--- src/rtl/exe_wb_mc.sv ---
// exe_wb_mc: multi-cycle execute/writeback stage.
// Accepts one executed instruction per handshake and emits its side effects as
// one-cycle registered strobes: GPR write + scoreboard unlock, SP/IH/RA write,
// branch redirect + flush, and a blocking data-memory access with timeout.
// Optional feature: define EXE_WB_PENDING_EN to add pend_valid/pend_addr, which
// flag an in-flight load destination for the hazard unit.
// MEM_TIMEOUT must lie in 1 .. 2**TMO_W-1.

module exe_wb_mc #(
    parameter int unsigned DATA_W      = 16,
    parameter int unsigned RA_W        = 3,
    parameter int unsigned TMO_W       = 4,
    parameter int unsigned MEM_TIMEOUT = 15
) (
    input  logic              clk,
    input  logic              rst,
    input  logic              in_valid,
    output logic              in_ready,
    input  logic [DATA_W-1:0] alu_res,
    input  logic              alu_flag,
    input  logic              is_branch,
    input  logic              reg_wr,
    input  logic [RA_W-1:0]   reg_addr,
    input  logic [2:0]        spec_wr,
    input  logic              mem_rd,
    input  logic              mem_wr,
    input  logic [DATA_W-1:0] store_data,
    output logic              mem_req,
    output logic              mem_we,
    output logic [DATA_W-1:0] mem_addr,
    output logic [DATA_W-1:0] mem_wdata,
    input  logic              mem_ack,
    input  logic [DATA_W-1:0] mem_rdata,
    output logic              mem_err,
    output logic              pc_switch_ctrl,
    output logic [DATA_W-1:0] new_pc,
    output logic              clear_flow,
    output logic              unlock_reg,
    output logic [RA_W-1:0]   unlock_reg_addr,
    output logic              write_reg_ctrl,
    output logic [RA_W-1:0]   write_reg_addr,
    output logic [DATA_W-1:0] write_reg_data,
    output logic              wrsp,
    output logic              wrih,
    output logic              wrra,
    output logic [DATA_W-1:0] sp_reg_data
`ifdef EXE_WB_PENDING_EN
    ,
    output logic              pend_valid,
    output logic [RA_W-1:0]   pend_addr
`endif
);

    typedef enum logic [0:0] {StIdle, StMem} state_e;

    localparam logic [TMO_W-1:0] TmoLimit = TMO_W'(MEM_TIMEOUT);

    state_e            state_q;
    logic [TMO_W-1:0]  cnt_q;
    logic [TMO_W-1:0]  cnt_d;
    logic              lat_ld_q;
    logic              lat_reg_wr_q;
    logic [RA_W-1:0]   lat_addr_q;
    logic              accept;
    logic              is_mem;

    assign accept = in_valid & in_ready;
    assign is_mem = mem_rd | mem_wr;

    // Saturating wait counter; reaching TmoLimit without an ack means timeout.
    always_comb begin
        cnt_d = cnt_q;
        if (cnt_q != TmoLimit) begin
            cnt_d = cnt_q + TMO_W'(1);
        end
    end

    // Single FSM: state, latched instruction and all registered outputs.
    always_ff @(posedge clk) begin
        if (rst) begin
            state_q         <= StIdle;
            cnt_q           <= '0;
            lat_ld_q        <= 1'b0;
            lat_reg_wr_q    <= 1'b0;
            lat_addr_q      <= '0;
            in_ready        <= 1'b0;
            mem_req         <= 1'b0;
            mem_we          <= 1'b0;
            mem_addr        <= '0;
            mem_wdata       <= '0;
            mem_err         <= 1'b0;
            pc_switch_ctrl  <= 1'b0;
            new_pc          <= '0;
            clear_flow      <= 1'b0;
            unlock_reg      <= 1'b0;
            unlock_reg_addr <= '0;
            write_reg_ctrl  <= 1'b0;
            write_reg_addr  <= '0;
            write_reg_data  <= '0;
            wrsp            <= 1'b0;
            wrih            <= 1'b0;
            wrra            <= 1'b0;
            sp_reg_data     <= '0;
`ifdef EXE_WB_PENDING_EN
            pend_valid      <= 1'b0;
            pend_addr       <= '0;
`endif
        end else begin
            // Strobes default low so every event is a single-cycle pulse.
            mem_err        <= 1'b0;
            pc_switch_ctrl <= 1'b0;
            clear_flow     <= 1'b0;
            unlock_reg     <= 1'b0;
            write_reg_ctrl <= 1'b0;
            wrsp           <= 1'b0;
            wrih           <= 1'b0;
            wrra           <= 1'b0;

            case (state_q)
                StIdle: begin
                    in_ready <= 1'b1;
                    if (accept && is_mem) begin
                        // Branch and spec_wr fields of a memory op are ignored.
                        state_q      <= StMem;
                        in_ready     <= 1'b0;
                        mem_req      <= 1'b1;
                        mem_we       <= mem_wr & ~mem_rd;
                        mem_addr     <= alu_res;
                        mem_wdata    <= store_data;
                        cnt_q        <= '0;
                        lat_ld_q     <= mem_rd;
                        lat_reg_wr_q <= reg_wr;
                        lat_addr_q   <= reg_addr;
`ifdef EXE_WB_PENDING_EN
                        pend_valid   <= mem_rd & reg_wr;
                        pend_addr    <= reg_addr;
`endif
                    end else if (accept) begin
                        if (reg_wr) begin
                            write_reg_ctrl  <= 1'b1;
                            unlock_reg      <= 1'b1;
                            write_reg_addr  <= reg_addr;
                            unlock_reg_addr <= reg_addr;
                            write_reg_data  <= alu_res;
                        end
                        if (spec_wr != 3'b000) begin
                            wrsp        <= spec_wr[0];
                            wrih        <= spec_wr[1];
                            wrra        <= spec_wr[2];
                            sp_reg_data <= alu_res;
                        end
                        if (is_branch && alu_flag) begin
                            pc_switch_ctrl <= 1'b1;
                            clear_flow     <= 1'b1;
                            new_pc         <= alu_res;
                        end
                    end
                end

                StMem: begin
                    if (mem_ack) begin
                        // Ack beats a coincident timeout.
                        state_q  <= StIdle;
                        in_ready <= 1'b1;
                        mem_req  <= 1'b0;
`ifdef EXE_WB_PENDING_EN
                        pend_valid <= 1'b0;
`endif
                        if (lat_reg_wr_q) begin
                            write_reg_ctrl  <= 1'b1;
                            unlock_reg      <= 1'b1;
                            write_reg_addr  <= lat_addr_q;
                            unlock_reg_addr <= lat_addr_q;
                            // For a store the held address is the latched alu_res.
                            write_reg_data  <= lat_ld_q ? mem_rdata : mem_addr;
                        end
                    end else if (cnt_d == TmoLimit) begin
                        // Abort; still release the destination so the scoreboard drains.
                        state_q  <= StIdle;
                        in_ready <= 1'b1;
                        mem_req  <= 1'b0;
                        mem_err  <= 1'b1;
                        cnt_q    <= cnt_d;
`ifdef EXE_WB_PENDING_EN
                        pend_valid <= 1'b0;
`endif
                        if (lat_reg_wr_q) begin
                            unlock_reg      <= 1'b1;
                            unlock_reg_addr <= lat_addr_q;
                        end
                    end else begin
                        cnt_q <= cnt_d;
                    end
                end

                default: begin
                    state_q <= StIdle;
                end
            endcase
        end
    end

endmodule

--- config.mk ---
export PLATFORM = sky130hd
export DESIGN_NAME = exe_wb_mc
export DESIGN_NICKNAME = d
export VERILOG_FILES = /design/src/rtl/exe_wb_mc.sv
export SDC_FILE = /design/constraint.sdc
export NUM_CORES = 1
export LEC_CHECK = 0
export CORE_MARGIN = 4
export CORE_UTILIZATION = 45
export CTS_BUF_LIST = sky130_fd_sc_hd__clkbuf_8
export CTS_CLUSTER_SIZE = 8
export DETAILED_ROUTE_END_ITERATION = 8
export GPL_ROUTABILITY_DRIVEN = 0
export MAX_ROUTING_LAYER = met4
export PLACE_DENSITY = 0.82
export SYNTH_ARGS = -nofsm -noshare
export SYNTH_HDL_FRONTEND = slang
export SYNTH_SLANG_ARGS = --single-unit
--- constraint.sdc ---
create_clock -name clk -period 2.3 [get_ports clk]
set_clock_uncertainty 0.15 [all_clocks]
set_input_delay 0.69 -clock clk [delete_from_list [all_inputs] [get_ports clk]]
set_output_delay 0.69 -clock clk [all_outputs]
set_load 0.01 [all_outputs]
---- Word-level counts from Yosys, hierarchy flattened ----
Cells that the tools add are included.
storage, ports and cells
  register bits after elaboration ......... 106
  bits in latches ......................... 0
  memory bits (writable) .................. 0
  memory bits (read-only) ................. 0
  input port bits ......................... 63
  output and inout bits ................... 97
  logic and storage cells ................. 98
  memories kept ........................... 0
operators by class
  add/sub/neg operators ................... 1
  $mul .................................... 0
  divide/modulo/power cells ............... 0
  $lt $le $gt $ge ......................... 0
  equality and inequality tests ........... 10
  shifts and indexed selects .............. 0
  muxes and demuxes ....................... 44
  bitwise operators ....................... 8
  reductions and logical operators ........ 13
operator list
  kind                                                   number
  two-way mux 16 bit                                     6
  case mux 16 bit (2 select lines)                       1
  two-way mux 3 bit                                      8
  two-way mux 1 bit                                      18
  two-way mux 4 bit                                      3
  inequality test 2 bit, second input constant           6
  case mux 3 bit (2 select lines)                        2
  AND reduction 4 bit                                    3
  case mux 1 bit (2 select lines)                        5
  case mux 4 bit (2 select lines)                        1
  AND reduction 2 bit                                    3
  NOT 1 bit                                              5
  AND reduction 5 bit                                    1
  OR reduction 5 bit                                     1
  adder 4 x 1 -> 4 bit, second input constant            1
  == test 4 bit, second input constant                   1
  inequality test 4 bit, second input constant           1
  OR reduction 4 bit                                     1
  inequality test 3 x 2 -> 1 bit, second input constant  1
  nonzero test 3 bit                                     1
  OR reduction 3 bit                                     1
  AND 1 bit                                              2
  logical AND 1 bit                                      2
  inequality test 2 x 1 -> 1 bit, second input constant  1
  OR 1 bit                                               1

---- Logic depth before layout (Yosys ltp) ----
  depth after elaboration ................. 6
  mapped depth ............................ 7

---- Worst setup path before layout ----
No wires, ideal clock.
  kind .................................... input-to-reg
  start point ............................. input mem_rd
  end point ............................... register new_pc[10]
  setup time .............................. 0.128 ns
  arrival time ............................ 1.849 ns
  slack ................................... 0.174 ns
  stages .................................. 6
  path buffers ............................ 2
  cells stage by stage .................... or2_1 buf_6 nor3_4 buf_12 mux2i_1 nor2_1
on the way
  longest elaborated chain between the ends .. 4
ends and longest elaborated chain
  item                                  line  RTL
  start: declaration                    25    input logic mem_rd,
  OR 1 bit                              68    assign is_mem = mem_rd | mem_wr;
  logical AND 1 bit                     122   if (accept && is_mem) begin
  NOT 1 bit (no source line)            n/a
  AND reduction 4 bit (no source line)  n/a
  end signal: assignment                155   new_pc <= alu_res;
  end: declaration                      36    output logic [DATA_W-1:0] new_pc,
No other way between the ends.
A chain may end at the register's enable or synchronous reset.

---- Worst setup path after layout ----
  start point ............................. register in_ready
  end point ............................... output in_ready
RTL lines
  item                      line  RTL
  start: declaration        18    output logic in_ready,
  start signal: assignment  86    in_ready <= 1'b0;
  start signal: assignment  121   in_ready <= 1'b1;
  start signal: assignment  125   in_ready <= 1'b0;
No word-level cell between the ends.

==> impl_results.md <==
- Status: finished clean
- Number of antenna violations at the first check in global routing: 0
- Power density over the cells: 589 nW/um^2
- Worst VDD drop: 295 uV
- Total number of placement rows: 35
- Post-layout min period: 2.20 ns
- Root Buffer Master: sky130_fd_sc_hd__clkbuf_8
- Switching Share: 24.3%
- Post-synthesis to final-layout area growth: 49.5%
- Cell Area, Synth: 4220 sq um
- Fraction of post-synthesis cell area in the top cell type by area: 50.3%
- Cells traversed along the worst timing path: clkdlybuf4s50_1
- Routed length per instance: 16.5 microns
- Post-route cell area: 6310 sq um
- Count of port buffers added during placement: 159
- Nets: 696
- Number of cells produced by synthesis: 467
- Max Root-Sink Buffers: 2
- Number of buffers created by CTS: 9
- Maximum fanout along the worst path: 4
- Synth Net Count: 531
- Total global routing track utilization: 22.9%
- Largest delay share family, worst path: buffers and inverters
- Worst r2r path cells: 6
- Drc violations: 0
- Number of instances resized during post-cts repair: 0
- Relative slew margins: 72.5%
- Clock Power Share: 33.5%
- Hold path startpoint: mem_wdata[12]
- Number of optimization iterations in the first detailed-route pass: 4
- Yosys reg bits: 106
- Utilization after layout: 68.6%
- Number of H-tree levels: 3
- Wire length of the first global-routing pass: 20,100 microns
- Kind of launch point of the worst setup path: flop
- Synth cell types: 35
- Int Pwr: 2.81 mW
- Clock-pin slew of the registers on the worst-case setup and hold paths: 0.09 ns
- Cell type of the slowest stage on the worst timing path: sky130_fd_sc_hd__clkdlybuf4s50_1
- Register-to-register setup slack: 0.29 ns
- Half-perimeter wire length after placement: 9230 microns
- Worst Hold Endpoint: mem_wdata[12]
- Leak: 2.15 nW
- Post-detailed-route count of antenna-violating nets: 0
- Hold Path Cell Cnt: 2
- Vertical die dimension: 105 microns
- Class of the most critical setup path: reg2out
- Hold buffer count at CTS: 0
- Net switching power: 0.903 mW
- Setup Fix Bufs, Post-CTS: 0
- Arrival time at the worst endpoint: 1.36 ns
- Top-Level Pins: 160
- Area of the core: 9200 sq um
- Unrepaired setup endpoints after global routing: no
- Buf+Inv Stages, Crit Path: 1
- Transition time at the pin with the least slew margin: 0.413 ns
- Via count: 4,025
- Leading post-synthesis cells by cell area: sky130_fd_sc_hd__dfxtp_1, sky130_fd_sc_hd__mux2i_1, sky130_fd_sc_hd__nand2_1, sky130_fd_sc_hd__a21oi_1, sky130_fd_sc_hd__nor2_1
- Latest clock arrival within the worst-skew pair: 0.36 ns
- Number of sinks driven by the clock tree: 106
- Endpoint of the worst register-to-register path: unlock_reg_addr[2]
- Largest stage delay on the critical path: 0.57 ns
- Setup violations, final: 0
- Largest area contributor in the synthesized netlist: sky130_fd_sc_hd__dfxtp_1
- Die outline area: 11,000 sq um
- Share of the cycle needed by the critical path after routing: 95.5%
- Maximum number of pins on one net before global-route repair: 48
- Sequential share of power: 51.8%
- Total wire length: 12,400 microns
- Number of violations reported at the end of detailed-routing iteration 0: 184
- Warnings, synthesis: 0
- Avg Synthesized Cell Area: 9.04 sq um
- Number of vias per cell after detailed routing: 5.38
- Worst path required time: 1.46 ns
- Max Cap Violations: 0
- Max Slew Vio Count: 0
- Max frequency: 455 MHz
- Overflow after GRT: 0
- Class of the tightest hold or removal check: reg2reg
- Critical R2R Launch: cnt_q[0]
- Final Hold Slack: 0.309 ns
- Filler Cell Count: 722
- CP Capture Type: primary output
- Combinational group share of total power: 14.7%
- Sequential cell area fraction in the yosys report: 50.3%
- Antenna Cells: 0
- Number of global-route vias before repair: 4,076
- Hold Vio Cnt, Final: 0
- Initial core utilization: 45.9%
- Post-placement cell area: 6090 sq um
- X dimension of the die: 105 microns
- TritonCTS clock tree: yes
- Layout cell share with drive strength beyond 1: 8.48%
per-layer routing:
metal | routed length [microns] | track usage [%]
met4 | 218 | 7.50
met2 | 5860 | 37.9
met1 | 5410 | 27.7
met5 | 0 | -
met3 | 884 | 5.25
Yosys cell counts:
master / instances
sky130_fd_sc_hd__dfxtp_1: 106
sky130_fd_sc_hd__nand2_1: 94
sky130_fd_sc_hd__a21oi_1: 61
sky130_fd_sc_hd__mux2i_1: 52
sky130_fd_sc_hd__nor2_1: 40
sky130_fd_sc_hd__clkbuf_1: 24
sky130_fd_sc_hd__o21ai_0: 17
sky130_fd_sc_hd__o2111ai_1: 16
sky130_fd_sc_hd__a211oi_1: 7
sky130_fd_sc_hd__buf_2: 7
sky130_fd_sc_hd__nor3_1: 6
sky130_fd_sc_hd__and2_1: 5
sky130_fd_sc_hd__a22oi_1: 2
sky130_fd_sc_hd__buf_12: 2
sky130_fd_sc_hd__buf_4: 2
sky130_fd_sc_hd__nand3_1: 2
sky130_fd_sc_hd__nand4_1: 2
sky130_fd_sc_hd__nand4bb_1: 2
sky130_fd_sc_hd__nor2b_1: 2
sky130_fd_sc_hd__nor3_4: 2
sky130_fd_sc_hd__nor4_1: 2
sky130_fd_sc_hd__a2111oi_0: 1
sky130_fd_sc_hd__a21o_1: 1
sky130_fd_sc_hd__a32o_1: 1
sky130_fd_sc_hd__a32oi_2: 1
sky130_fd_sc_hd__a41oi_1: 1
sky130_fd_sc_hd__and3b_1: 1
sky130_fd_sc_hd__buf_6: 1
sky130_fd_sc_hd__ha_1: 1
sky130_fd_sc_hd__inv_1: 1
sky130_fd_sc_hd__nand2b_1: 1
sky130_fd_sc_hd__nand3b_4: 1
sky130_fd_sc_hd__nor3b_1: 1
sky130_fd_sc_hd__o21ai_1: 1
sky130_fd_sc_hd__or2_1: 1
power groups by stage:
stage	Sequential (mW)	Combinational, mW	Clock [mW]
6_report	1.92	0.547	1.24
5_1_grt	1.93	0.588	1.35
4_1_cts	1.92	0.549	1.28
3_5_place_dp	1.97	0.547	0
3_3_place_gp	1.96	0.533	0
2_1_floorplan	1.98	0.207	0
area by class of cell:
class                           count  area (sq um)  share of cell area (%)
Sequential cell                   106          2120                    33.7
Multi-Input combinational cell    324          1910                    30.3
Timing Repair Buffer              190          1910                    30.3
Tap cell                          111           139                    2.20
Clock buffer                       10           138                    2.18
Clock inverter                      6          81.3                    1.29
Inverter                            1          3.75                  0.0595
how the worst max path moves through the flow:
| stage | cells after the start | slack (ns) | from | end |
|---|---|---|---|---|
| after floorplan | 6 | 0.17 | mem_rd | new_pc[10] |
| after global placement | 6 | -0.11 | mem_rd | new_pc[15] |
| after CTS | 1 | 0.08 | in_ready | in_ready |
| after detailed placement | 6 | -0.21 | mem_rd | sp_reg_data[4] |
| after global routing | 1 | 0.04 | in_ready | in_ready |
| final | 1 | 0.10 | in_ready | in_ready |
cell families after synthesis:
family | synth area share (%)
buffers and inverters | 4.62
adders and majority gates | 0.296
AOI/OAI and AO/OA | 15.5
DFF | 50.3
muxes | 12.3
and+or+nand+nor | 17.0
cells in the final DEF (no fill, tap or decap), drive strengths merged, types with 8 or more instances in the layout:
cell type	instances
clkbuf	10
a21oi	61
o21ai	18
nor2	40
nand2	94
buf	32
mux2i	52
dfxtp	106
nor3	8
o2111ai	16
clkdlybuf4s50	158
stage by stage:
stage,total power [mW],TNS [ns],worst slack (ns),instances
after global routing,3.87,0,0.0371,748
after global placement,2.50,-6.59,-0.111,732
after detailed placement,2.51,-12.24,-0.213,732
final,3.72,0,0.104,748
after floorplan,2.19,0,0.174,467
after CTS,3.75,0,0.0779,748
Note: power is estimated with default switching activity, not from simulation.
